==> config.mk <==
export PLATFORM = sky130hd
export DESIGN_NAME = cnn_layer_sequencer
export DESIGN_NICKNAME = d
export VERILOG_FILES = /design/src/rtl/cnn_layer_sequencer.sv
export SDC_FILE = /design/constraint.sdc
export NUM_CORES = 1
export LEC_CHECK = 0
export ABC_AREA = 1
export BUFFER_PORTS_ARGS = -buffer_cell sky130_fd_sc_hd__buf_4
export CORE_AREA = 2 2 74 76
export DETAILED_ROUTE_END_ITERATION = 8
export DIE_AREA = 0 0 76 78
export PLACE_DENSITY = 0.71
export SYNTH_ARGS = -nofsm -noshare
export SYNTH_HDL_FRONTEND = slang
export SYNTH_SLANG_ARGS = --single-unit
==> constraint.sdc <==
create_clock -name clk -period 1.88 [get_ports clk]
set_clock_uncertainty 0.1 [all_clocks]
set_input_delay 0.094 -clock clk [delete_from_list [all_inputs] [get_ports clk]]
set_output_delay 0.094 -clock clk [all_outputs]
set_load 0.02 [all_outputs]
==> src/rtl/cnn_layer_sequencer.sv <==
// Phase controller for the digit-recognition CNN datapath: clears, enables and drains
// each layer's counter group in turn, with a per-phase watchdog and result handshake.
module cnn_layer_sequencer #(
  parameter int unsigned NPHASE    = 6,
  parameter int unsigned DRAIN_CYC = 4,
  parameter int unsigned TIMEOUT   = 2048
) (
  input  logic              clk,
  input  logic              reset,
  input  logic              start,
  input  logic              abort,
  input  logic [NPHASE-1:0] phase_done,
  output logic [NPHASE-1:0] phase_clr,
  output logic [NPHASE-1:0] phase_en,
  output logic [2:0]        phase_id,
  output logic              busy,
  output logic              result_valid,
  input  logic              result_ack,
  output logic              err,
  output logic [2:0]        err_phase
);

  typedef enum logic [2:0] {
    S_IDLE,
    S_CLR,
    S_RUN,
    S_DRAIN,
    S_FINISH,
    S_ERROR
  } state_t;

  localparam logic [2:0]        LAST_PHASE = 3'(NPHASE - 1);
  localparam logic [15:0]       WD_LAST    = 16'(TIMEOUT - 1);
  localparam logic [3:0]        DRAIN_LAST = 4'((DRAIN_CYC == 0) ? 0 : DRAIN_CYC - 1);
  localparam logic [NPHASE-1:0] ONE        = NPHASE'(1);

  state_t            state, state_n;
  logic [2:0]        phase_id_n;
  logic [15:0]       wdog, wdog_n;
  logic [3:0]        drain, drain_n;
  logic              err_n;
  logic [2:0]        err_phase_n;
  logic [NPHASE-1:0] clr_n, en_n;
  logic              busy_n, valid_n;
  logic              advance;

  always_comb begin
    state_n     = state;
    phase_id_n  = phase_id;
    wdog_n      = wdog;
    drain_n     = drain;
    err_n       = err;
    err_phase_n = err_phase;
    advance     = 1'b0;

    case (state)
      S_IDLE, S_ERROR: begin
        if (start) begin
          state_n     = S_CLR;
          phase_id_n  = '0;
          err_n       = 1'b0;
          err_phase_n = '0;
        end
      end
      S_CLR: begin
        state_n = S_RUN;
        wdog_n  = '0;
      end
      S_RUN: begin
        // done takes precedence over a watchdog expiring in the same cycle
        if (phase_done[phase_id]) begin
          if (DRAIN_CYC == 0) begin
            advance = 1'b1;
          end else begin
            state_n = S_DRAIN;
            drain_n = '0;
          end
        end else if (wdog == WD_LAST) begin
          state_n     = S_ERROR;
          err_n       = 1'b1;
          err_phase_n = phase_id;
        end else begin
          wdog_n = wdog + 16'd1;
        end
      end
      S_DRAIN: begin
        if (drain == DRAIN_LAST) advance = 1'b1;
        else                     drain_n = drain + 4'd1;
      end
      S_FINISH: begin
        if (result_ack) begin
          state_n    = S_IDLE;
          phase_id_n = '0;
        end
      end
      default: state_n = S_IDLE;
    endcase

    // shared by RUN (zero-length drain) and DRAIN expiry
    if (advance) begin
      if (phase_id == LAST_PHASE) begin
        state_n = S_FINISH;
      end else begin
        state_n    = S_CLR;
        phase_id_n = phase_id + 3'd1;
      end
    end

    if (abort) begin
      state_n     = S_IDLE;
      phase_id_n  = '0;
      wdog_n      = '0;
      drain_n     = '0;
      err_n       = 1'b0;
      err_phase_n = '0;
    end

    // outputs are decoded from the next state so they register alongside it
    clr_n   = abort ? '1 : ((state_n == S_CLR) ? (ONE << phase_id_n) : '0);
    en_n    = (state_n == S_RUN) ? (ONE << phase_id_n) : '0;
    busy_n  = (state_n == S_CLR) || (state_n == S_RUN) || (state_n == S_DRAIN);
    valid_n = (state_n == S_FINISH);
  end

  always_ff @(posedge clk or posedge reset) begin
    if (reset) begin
      state        <= S_IDLE;
      phase_id     <= '0;
      wdog         <= '0;
      drain        <= '0;
      err          <= 1'b0;
      err_phase    <= '0;
      phase_clr    <= '0;
      phase_en     <= '0;
      busy         <= 1'b0;
      result_valid <= 1'b0;
    end else begin
      state        <= state_n;
      phase_id     <= phase_id_n;
      wdog         <= wdog_n;
      drain        <= drain_n;
      err          <= err_n;
      err_phase    <= err_phase_n;
      phase_clr    <= clr_n;
      phase_en     <= en_n;
      busy         <= busy_n;
      result_valid <= valid_n;
    end
  end

endmodule

; ---- Word level (Yosys, flattened, before mapping)
; Cells that the tools add are included.
[totals]
regBits = 44
input_bits = 11
out_inout_bits = 21
word_cells = 82
[classes]
n_addsub = 3
n_lt_le_gt_ge = 1
n_eq_ne = 18
shift = 1
muxes = 39
reduce_logical = 10
[ops]
columns = operator, count
row1 = $mux W16, 3
row2 = $mux W3, 16
row3 = $pmux W16 S2, 1
row4 = $mux W6, 3
row5 = $ne A3 B3 Y1 const B, 6
row6 = $add A16 B1 Y16 const B, 1
row7 = $eq A16 B11 Y1 const B, 1
row8 = $pmux W3 S5, 1
row9 = $eq A3 B2 Y1 const B, 4
row10 = $eq A3 B3 Y1 const B, 4
row11 = $mux W4, 3
row12 = $pmux W3 S2, 2
row13 = $reduce_bool A3 Y1, 3
row14 = $pmux W4 S2, 1
row15 = $mux W1, 7
row16 = $eq A3 B1 Y1 const B, 2
row17 = $reduce_and A3 Y1, 2
row18 = $shl A1 B3 Y6 const A, 1
row19 = $add A4 B1 Y4 const B, 1
row20 = $eq A4 B2 Y1 const B, 1
row21 = $lt A3 B4 Y1 const B, 1
row22 = $reduce_and A4 Y1, 1
row23 = $add A3 B1 Y3 const B, 1
row24 = $bmux W1 S3, 1
row25 = other kinds (4), 5

; ---- Logic depth before layout (Yosys ltp)
; Gate-level depths: netlist (run 1).
[depth]
ltp_word = 9
ltp_mapped = 13
mapped_depth_nobuf = 13

; ---- Least setup slack after synthesis (run 1)
; OpenSTA, ideal clock, no wires.
[synth_path]
kind = reg-to-reg
from = register phase_id[0]
to = register phase_clr[3]
setup_time_ns = 0.065
t_arrival_ns = 1.733
t_required_ns = 1.715
slack_ns = -0.018
stages_incl_launch_ff = 10
path_buffers = 0
period_less_slack_ns = 1.898
path_cell_list = dfrtp_1 -> ha_1 -> nand2_1 -> a21oi_1 -> nand3_2 -> nand2_8 -> inv_6 -> nor2_1 -> nand3_1 -> nand2_1
[synth_between]
elab_cells_between_ends = 19
classes_between = add/sub (1) / eq/ne (2) / shift (1) / mux (15)
[synth_rtl]
columns = element, line_no
row1 = "start, declared", 15  ; output logic [2:0] phase_id,
row2 = "start signal, assigned", 139  ; phase_id <= phase_id_n;
row3 = $add A3 B1 Y3 / $eq A3 B3 Y1 (equally long branches), "105, 101"
row4 = $mux W3 (*), 101  ; if (phase_id == LAST_PHASE) begin
row5 = $mux W3 (*), 100  ; if (advance) begin
row6 = $mux W3 (*), 109  ; if (abort) begin
row7 = via phase_id_n[1], 38  ; logic [2:0] phase_id_n;
row8 = $shl A1 B3 Y6 (*), 119  ; clr_n = abort ? '1 : ((state_n == S_CLR) ? (ONE << phase_id_n) : '0);
row9 = $mux W6 (*) (2 in a row), 119
row10 = via clr_n[3], 43  ; logic [NPHASE-1:0] clr_n, en_n;
row11 = "end signal, assigned", 144  ; phase_clr <= clr_n;
row12 = "end, declared", 13  ; output logic [NPHASE-1:0] phase_clr,
; The timed path passes the listed nets; every way through them passes the cells marked *. The select of a mux whose other input is x is not followed.
; A chain may end at the register's enable or synchronous reset.

; ---- Worst setup path in the final report (run 1)
[layout_path]
from = register state[2]
to = register phase_clr[2]
[layout_between]
elab_chain_len = 9
elab_cells_between_ends = 23
classes_between = eq/ne (6) / shift (1) / mux (14) / reduce/logical (2)
[layout_lines]
columns = element, line_no
row1 = "start, declared", 37  ; state_t state, state_n;
row2 = "start signal, assigned", 138  ; state <= state_n;
row3 = $eq A3 B3 Y1 / $logic_not A3 Y1 (equally long branches), 56  ; case (state)
row4 = $reduce_or A2 Y1, 56
row5 = $pmux W3 S2, 56
row6 = $mux W3, 101
row7 = $mux W3, 100
row8 = $mux W3, 109
row9 = $shl A1 B3 Y6, 119
row10 = $mux W6 (*) (2 in a row), 119
row11 = via clr_n[2], 43
; The timed path passes the listed nets; every way through them passes the cells marked *.

==> results.tsv, run 1 <==
stage	metric	value	unit
grt	overflow	0	
routing	wl	6290	um
timing	maxSlewHeadroom	76.3	%
placement	place_inst	457	
floorplan	rows	26	
floorplan	core_area	5040	um^2
placement	portBuffers	31	
power_and_ir_drop	power.density	653	nW/um^2
setup_path	r2r-end	phase_clr[2]	
timing	worst_slew_pin_slew	0.352	ns
setup_path	r2r-start	state[2]	
min_path	hold_start	abort	
yosys	synth_area_leaders	dfrtp_1, nand2_1, inv_1, nand3_1, nor2_1	
floorplan	pin_count	32	
grt	antenna_found_initial	0	
placement	place_area	3050	um^2
min_path	whs_path_depth	2	
yosys	yosysTopAreaCell	dfrtp_1	
final_layout	nets	417	
setup_path	cp.arrival	1.87	ns
setup_path	worstSetupEndpointType	flip-flop	
clock_network	cts_tree	yes	
timing	fin_crit	1.78	ns
yosys	syn_inst	337	
final_layout	diodes	0	
clock_network	clockRootBuffer	clkbuf_8	
clock_network	clk_pin_slew_worst_paths	0.09	ns
timing	holdWs	0.0460	ns
final_layout	syn2layout_area_growth	31.6	%
setup_path	reg2regPathDepth	10	
routing	drt-pass1-iter-count	4	
yosys	ys_seq_area_share	42.7	%
placement	hpwl	4420	um
timing	fmax	563	MHz
yosys	synth_edf_count	0	
timing	hold_viol_final	0	
clock_network	clockBufferDepth	2	
grt	grt_usage	21.8	%
floorplan	start_util	51.1	%
yosys	synth_ff_type	dfrtp_1	
setup_path	crit_fanout	5	
final_layout	layout-drive-gt1-share	31.0	%
yosys	ys_warn_count	0	
final_layout	nFillCells	445	
grt	grt_pass1_wl	10400	um
clock_network	numCtsBuffers	5	
routing	drc_errors	0	
routing	wl_per_cell	13.3	um
final_layout	final_cell_area	3390	um^2
yosys	avgSynthCellArea	7.65	um^2
routing	dr.first_iter.drc_count	178	
run	drv_cap	0	
final_layout	finalNonFillerCells	473	
yosys	synth_top_cell_area_share	42.7	%
clock_network	worstSkewPairLatency	0.30	ns
placement	gp_congestion	0.899	
timing	rsz0062_at_grt	true	
yosys	ys_async_sr_fraction	100	%
outcome	status	finished, final reports clean	
yosys	ys_types	37	
routing	via_count	2398	
setup_path	worstSetupStartpointType	flip-flop	
min_path	hold_class	input pin to flip-flop	
power_and_ir_drop	ir_drop	0.339	mV
timing	drv_slew	0	
routing	drt-vias-per-instance	5.07	
setup_path	crit_chain	inv_2 -> nand3_4 -> nor2_8 -> nand3_1 -> nand2_2 -> nand4_1 -> nand2_1 -> nor2_1 -> nand3_1 -> nand2_1	
setup_path	r2r_slack	0.10	ns
power_and_ir_drop	power.leakage	1.66	nW
floorplan	die_height	78	um
floorplan	die_w	76	um
setup_path	critPathKind	flip-flop to flip-flop	
setup_path	cp.required	1.97	ns
setup_path	max_stage_delay	0.43	ns
setup_path	critical-path-top-delay-family	simple AND/OR/NAND/NOR gates	
grt	grt_max_degree	45	
timing	setup_viol	0	
setup_path	cpMaxStageDelayCell	dfrtp_1	
yosys	syn_nets	352	
clock_network	h-tree-depth	2	
min_path	whs_endpoint	drain[3]	
timing	period_share	94.5	%
floorplan	die_area	5930	um^2
yosys	ys_ff_latch	44	
grt	grt_pass1_vias	2209	
routing	detail-route-antenna-nets	0	
setup_path	crit_buf_inv	1	
yosys	synth_area	2580	um^2
clock_network	cts_sinks	44	
## sequential cells by signal, summed over array words and instances (netlist names)
name          count
state             3
phase_clr         6
phase_en          6
drain             4
result_valid      1
busy              1
phase_id          3
wdog             16
err_phase         3
err               1
## cell usage in the layout (no fill, tap or decap), types with 2 or more instances in the layout
cell type  instances
nand2_1           73
buf_4             60
inv_1             42
dfrtp_1           41
nand3_1           27
nor2_1            21
nor3_1            18
o21ai_1           13
nand2_2           11
xor2_1            10
nand4_1            9
o21ai_0            8
clkbuf_8           6
nor2_4             5
nor2_2             5
nand2_4            5
a21oi_1            5
inv_2              4
nand3_2            4
nand3_4            3
ha_2               3
dfrtp_2            3
a21oi_2            2
and3_1             2
nor3_2             2
o21a_1             2
## routing by layer
| metal | global-route usage (%) | part of all wire [%] | vias up |
|---|---|---|---|
| met3 | 3.49 | 5.5 | 13 |
| met1 | 30.0 | 47 | 1104 |
| met2 | 34.6 | 45 | 62 |
| li1 | - | - | 1219 |
| met4 | 8.73 | 2.3 | 0 |
| met5 | 0 | 0 | - |
## worst reg2reg max path, stage by stage, from the launching register on
cell	delay, ns
dfrtp_1	0.43
inv_2	0.12
nand3_4	0.13
nor2_8	0.18
nand3_1	0.11
nand2_2	0.09
nand4_1	0.14
nand2_1	0.19
nor2_1	0.06
nand3_1	0.08
nand2_1	0.06
## how the worst max path moves through the flow
| stage | startpoint | end | slack (ns) | cells past startpoint |
|---|---|---|---|---|
| after detailed placement | phase_id[0] | phase_en[0] | -0.03 | 8 |
| after global routing | wdog[12] | phase_clr[1] | -0.05 | 11 |
| after CTS | phase_id[1] | phase_clr[2] | 0.009 | 10 |
| after global placement | phase_id[0] | phase_en[2] | 0.007 | 8 |
| after floorplan | phase_id[1] | phase_clr[3] | 0.001 | 10 |
| final | state[2] | phase_clr[2] | 0.10 | 10 |
## final cells by class
type                            count  area (um^2)  area share (%)
Clock buffer                        6         82.6            2.44
Inverter                           49          196            5.79
Tap cell                           70         87.6            2.58
Clock inverter                      2         38.8            1.14
Timing Repair Buffer               62          480            14.2
Multi-Input combinational cell    240         1400            41.3
Sequential cell                    44         1100            32.6
## synthesized netlist by cell type, drive strengths merged (2+ instances only)
cell type / number
a21oi: 8
and3: 2
buf: 3
clkbuf: 2
dfrtp: 44
ha: 4
inv: 49
nand2: 90
nand3: 34
nand4: 9
nor2: 31
nor3: 20
o21a: 2
o21ai: 22
or2: 2
xor2: 10
## timing repair
item / 4_1_cts / 5_1_grt
hold buffers: 1 / 0
setup endpoints to repair: 14 / 31
pin swaps: 0 / 11
gates resized for setup: 4 / 40
gates cloned: 0 / 1
buffers inserted: 0 / 6
endpoints found under the hold margin: 44 / 0
## metrics by stage
stage / TNS, ns / power, W / util, % / setup WS (ns)
finish: 0 / 0.00221 / 67.2 / 0.104
global route: -0.208 / 0.00232 / 67.2 / -0.0526
CTS: 0 / 0.00219 / 63.3 / 0.00906
detailed placement: -0.107 / 0.00140 / 60.5 / -0.0291
global placement: 0 / 0.00139 / 60.5 / 0.00686
floorplan: 0 / 0.00125 / - / 0.00140
## power by group
part | total, W | switching (W) | leakage (nW) | internal [W]
registers | 0.00100 | 0.0000260 | 0.591 | 0.000978
clock network | 0.000786 | 0.000351 | 0.0614 | 0.000435
logic | 0.000424 | 0.000268 | 1.00 | 0.000157
total | 0.00221 | 0.000645 | 1.66 | 0.00157
## cell families (layout without fill, tap and decap cells)
family / count (synthesis) / count (layout) / synth area share, %
flops: 44 / 44 / 42.7
buf+inv: 54 / 119 / 8.83
xor+xnor: 10 / 10 / 3.40
simple gates: 190 / 191 / 35.4
compound gates: 35 / 35 / 7.67
fa+ha+maj: 4 / 4 / 1.94
(Power assumes the default switching activity.)
==> run 2, diff against run 1 <==
CORE_AREA = 2 2 71 73   (was 2 2 74 76)
CTS_CLUSTER_SIZE = 28   (was unset)
DIE_AREA = 0 0 73 75   (was 0 0 76 78)
PLACE_DENSITY = 0.73   (was 0.71)
clock period = 1.77 ns   (was 1.88 ns; I/O delays follow)
==> run 2 against run 1 <==
Compared with the run above:
- the run now ends with negative setup slack left
- hold slack better by 0.0025 ns
- setup slack lost 0.18 ns
- sequential power increased by 6%
- first-iteration DRC count is 38% higher
- non-clock buffer count grew 22
- die area decreased by 7.6%
- critical path depth unchanged
- flip-flop and latch count unchanged
- wire length rose by 28%
- maximum frequency is 3.7% lower
==> results.tsv, run 2 (synthesis results as in run 1) <==
stage	metric	value	unit
grt	grt_max_degree	25	
placement	gp_congestion	0.853	
setup_path	worstSetupEndpointType	flip-flop	
routing	wl_per_cell	16.9	um
floorplan	die_height	75	um
clock_network	clockBufferDepth	2	
grt	antenna_found_initial	0	
final_layout	layout-drive-gt1-share	44.0	%
placement	hpwl	4680	um
floorplan	die_area	5480	um^2
grt	overflow	0	
power_and_ir_drop	power.leakage	1.84	nW
timing	drv_slew	0	
run	drv_cap	0	
placement	portBuffers	31	
final_layout	nFillCells	268	
power_and_ir_drop	ir_drop	0.418	mV
timing	rsz0062_at_grt	true	
grt	grt_pass1_vias	2289	
routing	dr.first_iter.drc_count	245	
routing	drc_errors	0	
final_layout	nets	439	
final_layout	layout_commonest_cell	buf_4	
final_layout	regMostFlops	wdog	
power_and_ir_drop	power	0.00249	W
final_layout	regArea	1110	um^2
clock_network	cts_tree	yes	
outcome	violations	negative setup slack	
routing	detail-route-antenna-nets	0	
power_and_ir_drop	power.density	662	nW/um^2
setup_path	cp.required	1.91	ns
timing	fin_crit	1.84	ns
final_layout	multiInputGateArea	1570	um^2
setup_path	crit_fanout	6	
final_layout	utilization	80.8	%
floorplan	start_util	55.3	%
min_path	hold_class	input pin to flip-flop	
floorplan	pin_count	32	
outcome	status	complete, but fails checks	
final_layout	top_regs	wdog (16), phase_clr (6), phase_en (6)	
clock_network	clockRootBuffer	clkbuf_8	
floorplan	die_w	73	um
grt	grt_pass1_wl	10500	um
grt	grt_usage	25.0	%
setup_path	critPathKind	flip-flop to flip-flop	
final_layout	final_cell_area	3770	um^2
clock_network	numCtsBuffers	5	
placement	place_area	3180	um^2
clock_network	h-tree-depth	2	
setup_path	r2r-end	phase_clr[5]	
setup_path	cp.arrival	1.99	ns
setup_path	worstSetupStartpointType	flip-flop	
timing	hold_viol_final	0	
final_layout	diodes	0	
routing	drt-vias-per-instance	5.81	
setup_path	r2r_slack	-0.07	ns
final_layout	largest_reg_flops	16	
timing	setup_viol	12	
clock_network	worstSkewPairLatency	0.31	ns
timing	period_share	104	%
setup_path	crit_start	phase_id[1]	
routing	drt-pass1-iter-count	7	
setup_path	reg2regPathDepth	10	
timing	fmax	542	MHz
clock_network	cts_sinks	44	
final_layout	syn2layout_area_growth	46.2	%
final_layout	final_cell_mix	buf_4, nand2_1, inv_1	
timing	maxSlewHeadroom	49.0	%
setup_path	endpoint	phase_clr[5]	
timing	setup_slack	-0.0743	ns
floorplan	rows	25	
floorplan	core_area	4660	um^2
clock_network	clk_pin_slew_worst_paths	0.08	ns
setup_path	r2r-start	phase_id[1]	
timing	worst_slew_pin_slew	0.761	ns
routing	via_count	2785	
routing	wl	8070	um
-- run 2: cell type report --
class | instances | area share, %
Timing Repair Buffer | 84 | 18.5
Tap cell | 54 | 1.79
Multi-Input combinational cell | 240 | 41.7
Clock inverter | 1 | 0.797
Inverter | 49 | 5.15
Sequential cell | 44 | 29.5
Clock buffer | 7 | 2.56
-- run 2: worst max-delay path: stages (launching register included) --
cell     delay, ns
dfrtp_2       0.42
inv_1         0.11
ha_2          0.22
nand2_4       0.10
a21oi_1       0.22
nand3_2       0.11
nand2_4       0.12
nand2_2       0.08
nor2_1        0.12
nand3_1       0.11
nand2_1       0.08
-- run 2: report_power, final --
| part | switching [W] | internal (W) |
|---|---|---|
| Clock | 0.000350 | 0.000498 |
| Combinational | 0.000346 | 0.000235 |
| Sequential | 0.0000248 | 0.00104 |
-- run 2: worst min path at each step --
stage / start / endpoint / slack [ns] / depth (start not counted)
CTS: abort / drain[3] / 0.03 / 2
global placement: reset / busy / 0.06 / 2
floorplan: abort / wdog[6] / 0.23 / 3
detailed placement: reset / busy / 0.07 / 2
global route: abort / drain[3] / 0.05 / 2
finish: abort / drain[3] / 0.05 / 2
-- run 2: through the flow --
stage          worst slack, ns  hold WS [ns]  TNS [ns]  cells
5_1_grt                 -0.195        0.0474     -3.07    479
2_1_floorplan          0.00505         0.228         0    337
3_5_place_dp            -0.118        0.0681    -0.826    457
6_report               -0.0743        0.0485    -0.453    479
3_3_place_gp           -0.0293        0.0588    -0.186    457
4_1_cts               -0.00414        0.0271  -0.00414    467
-- run 2: layer usage --
metal	vias to the layer above	wire, um	global-route usage [%]
met1	1337	3280	36.6
met5	-	0	0
met4	0	220	7.41
met3	29	617	4.15
li1	1275	-	-
met2	144	3960	38.2
-- run 2: timing repair --
action                                  4_1_cts  5_1_grt
buffers inserted                              1        8
gates resized for setup                      14       73
endpoints found under the setup margin       20       35
hold buffers                                  1        0
cloned                                        0        4
pin swaps                                     2       19
endpoints found under the hold margin        20        0
==> run 3, diff against run 2 <==
REMOVE_ABC_BUFFERS = 1   (was unset)
==> run 3 against run 2 <==
Compared with the run above:
- the run still ends with negative setup slack left
- via count increased by 8.9%
- non-clock buffer count grew 19
- critical path type unchanged
- sequential share of layout area down 1.9 points
- die area unchanged
- total power grew 2.5%
==> results.tsv, run 3 (synthesis results as in run 1) <==
stage	metric	value	unit
placement	gp_congestion	0.909	
floorplan	die_area	5480	um^2
floorplan	die_w	73	um
final_layout	final_cell_mix	buf_4, nand2_1, dfrtp_1	
clock_network	cts_sinks	44	
outcome	violations	negative setup slack	
routing	drt-pass1-iter-count	8	
clock_network	clockRootBuffer	clkbuf_8	
final_layout	multiInputGateArea	1670	um^2
timing	setup_slack	-0.237	ns
final_layout	largest_reg_flops	16	
timing	fin_crit	2.01	ns
final_layout	syn2layout_area_growth	55.8	%
final_layout	regArea	1110	um^2
final_layout	layout-drive-gt1-share	50.5	%
timing	fmax	498	MHz
routing	wl	9810	um
timing	period_share	113	%
setup_path	worstSetupEndpointType	flip-flop	
final_layout	top_regs	wdog (16), phase_clr (6), phase_en (6)	
clock_network	clockBufferDepth	2	
grt	grt_usage	27.2	%
outcome	status	complete, but fails checks	
clock_network	h-tree-depth	2	
placement	place_inst	469	
setup_path	cp.required	1.92	ns
floorplan	start_util	55.3	%
floorplan	rows	25	
floorplan	die_height	75	um
grt	grt_pass1_wl	11300	um
routing	wl_per_cell	19.7	um
timing	maxSlewHeadroom	61.4	%
timing	holdWs	0.0670	ns
routing	detail-route-antenna-nets	0	
clock_network	cts_tree	yes	
grt	antenna_found_initial	0	
final_layout	finalNonFillerCells	498	
placement	portBuffers	31	
grt	grt_max_degree	45	
setup_path	worstSetupStartpointType	flip-flop	
placement	hpwl	4770	um
final_layout	diodes	0	
timing	finalSetupTns	-3.02	ns
routing	drc_errors	0	
routing	dr.first_iter.drc_count	468	
power_and_ir_drop	power.leakage	1.93	nW
setup_path	crit_fanout	6	
floorplan	core_area	4660	um^2
setup_path	critPathKind	flip-flop to flip-flop	
power_and_ir_drop	ir_drop	0.696	mV
timing	worst_slew_pin_slew	0.579	ns
min_path	hold_class	input pin to flip-flop	
floorplan	pin_count	32	
timing	setup_viol	38	
final_layout	layout_commonest_cell	buf_4	
grt	grt_pass1_vias	2406	
power_and_ir_drop	power.density	636	nW/um^2
grt	overflow	0	
routing	via_count	3034	
clock_network	clk_pin_slew_worst_paths	0.10	ns
timing	hold_viol_final	0	
clock_network	numCtsBuffers	5	
final_layout	regMostFlops	wdog	
routing	drt-vias-per-instance	6.09	
clock_network	worstSkewPairLatency	0.31	ns
timing	drv_slew	0	
setup_path	cp.arrival	2.16	ns
final_layout	nFillCells	213	
timing	rsz0062_at_grt	true	
run	drv_cap	0	
final_layout	nets	458	
-- run 3: final cells by class --
| class | instances | share of cell area (%) |
|---|---|---|
| clock buffer | 5 | 1.71 |
| clock inverter | 3 | 1.06 |
| inverter | 49 | 5.08 |
| multi-input combinational | 240 | 41.7 |
| sequential | 44 | 27.5 |
| tap | 54 | 1.68 |
| timing repair buffer | 103 | 21.3 |
-- run 3: path summary, 6_finish.rpt --
| check | start | to | slack [ns] | cells after the start |
|---|---|---|---|---|
| max in group asynchronous | reset | state[0] | 0.77 | 4 |
| hold / removal | abort | drain[3] | 0.07 | 2 |
| min in group asynchronous | reset | drain[1] | 0.36 | 4 |
| setup reg to reg | phase_id[0] | phase_clr[4] | -0.24 | 12 |
| hold reg to reg | err | err | 0.40 | 2 |
| setup / recovery | phase_id[0] | phase_clr[4] | -0.24 | 12 |
-- run 3: power by group --
group	switching (W)	internal, W	total [W]
clock network	0.000387	0.000418	0.000806
logic	0.000412	0.000263	0.000675
registers	0.0000356	0.00104	0.00107
-- run 3: metal layers --
metal / global-route usage, % / routed length, um / vias to the layer above
met5: 0 / 0 / -
met2: 42.9 / 4660 / 244
met4: 12.1 / 680 / 0
li1: - / - / 1302
met3: 5.49 / 882 / 75
met1: 36.5 / 3590 / 1413
-- run 3: timing repair --
action                                 4_1_cts  5_1_grt
gates cloned                                 1        1
endpoints found under the hold margin       44        0
setup endpoints to repair                   31       38
buffers inserted                             9       10
hold buffers                                 1        0
gates resized for setup                     35      107
pin swaps                                   11       18
-- run 3: metrics by stage --
step                utilization, %  area [um^2]  total power (W)  setup WS [ns]
finish                        86.2         4020          0.00256         -0.237
global route                  86.2         4020          0.00261         -0.327
CTS                           76.2         3550          0.00232        -0.0322
detailed placement            69.3         3230          0.00152         -0.152
global placement              69.3         3230          0.00150        -0.0939
floorplan                        -         2540          0.00131         -0.137
-- run 3: worst max-delay path: stages (launching register included) --
cell     delay [ns]
dfrtp_2        0.47
buf_6          0.15
inv_6          0.06
nand2_1        0.04
nand3_1        0.07
nand2_1        0.08
nand2_2        0.11
nand2_4        0.12
nor2_4         0.22
nor2_4         0.08
nor2_4         0.20
nand3_1        0.14
nand2_1        0.09
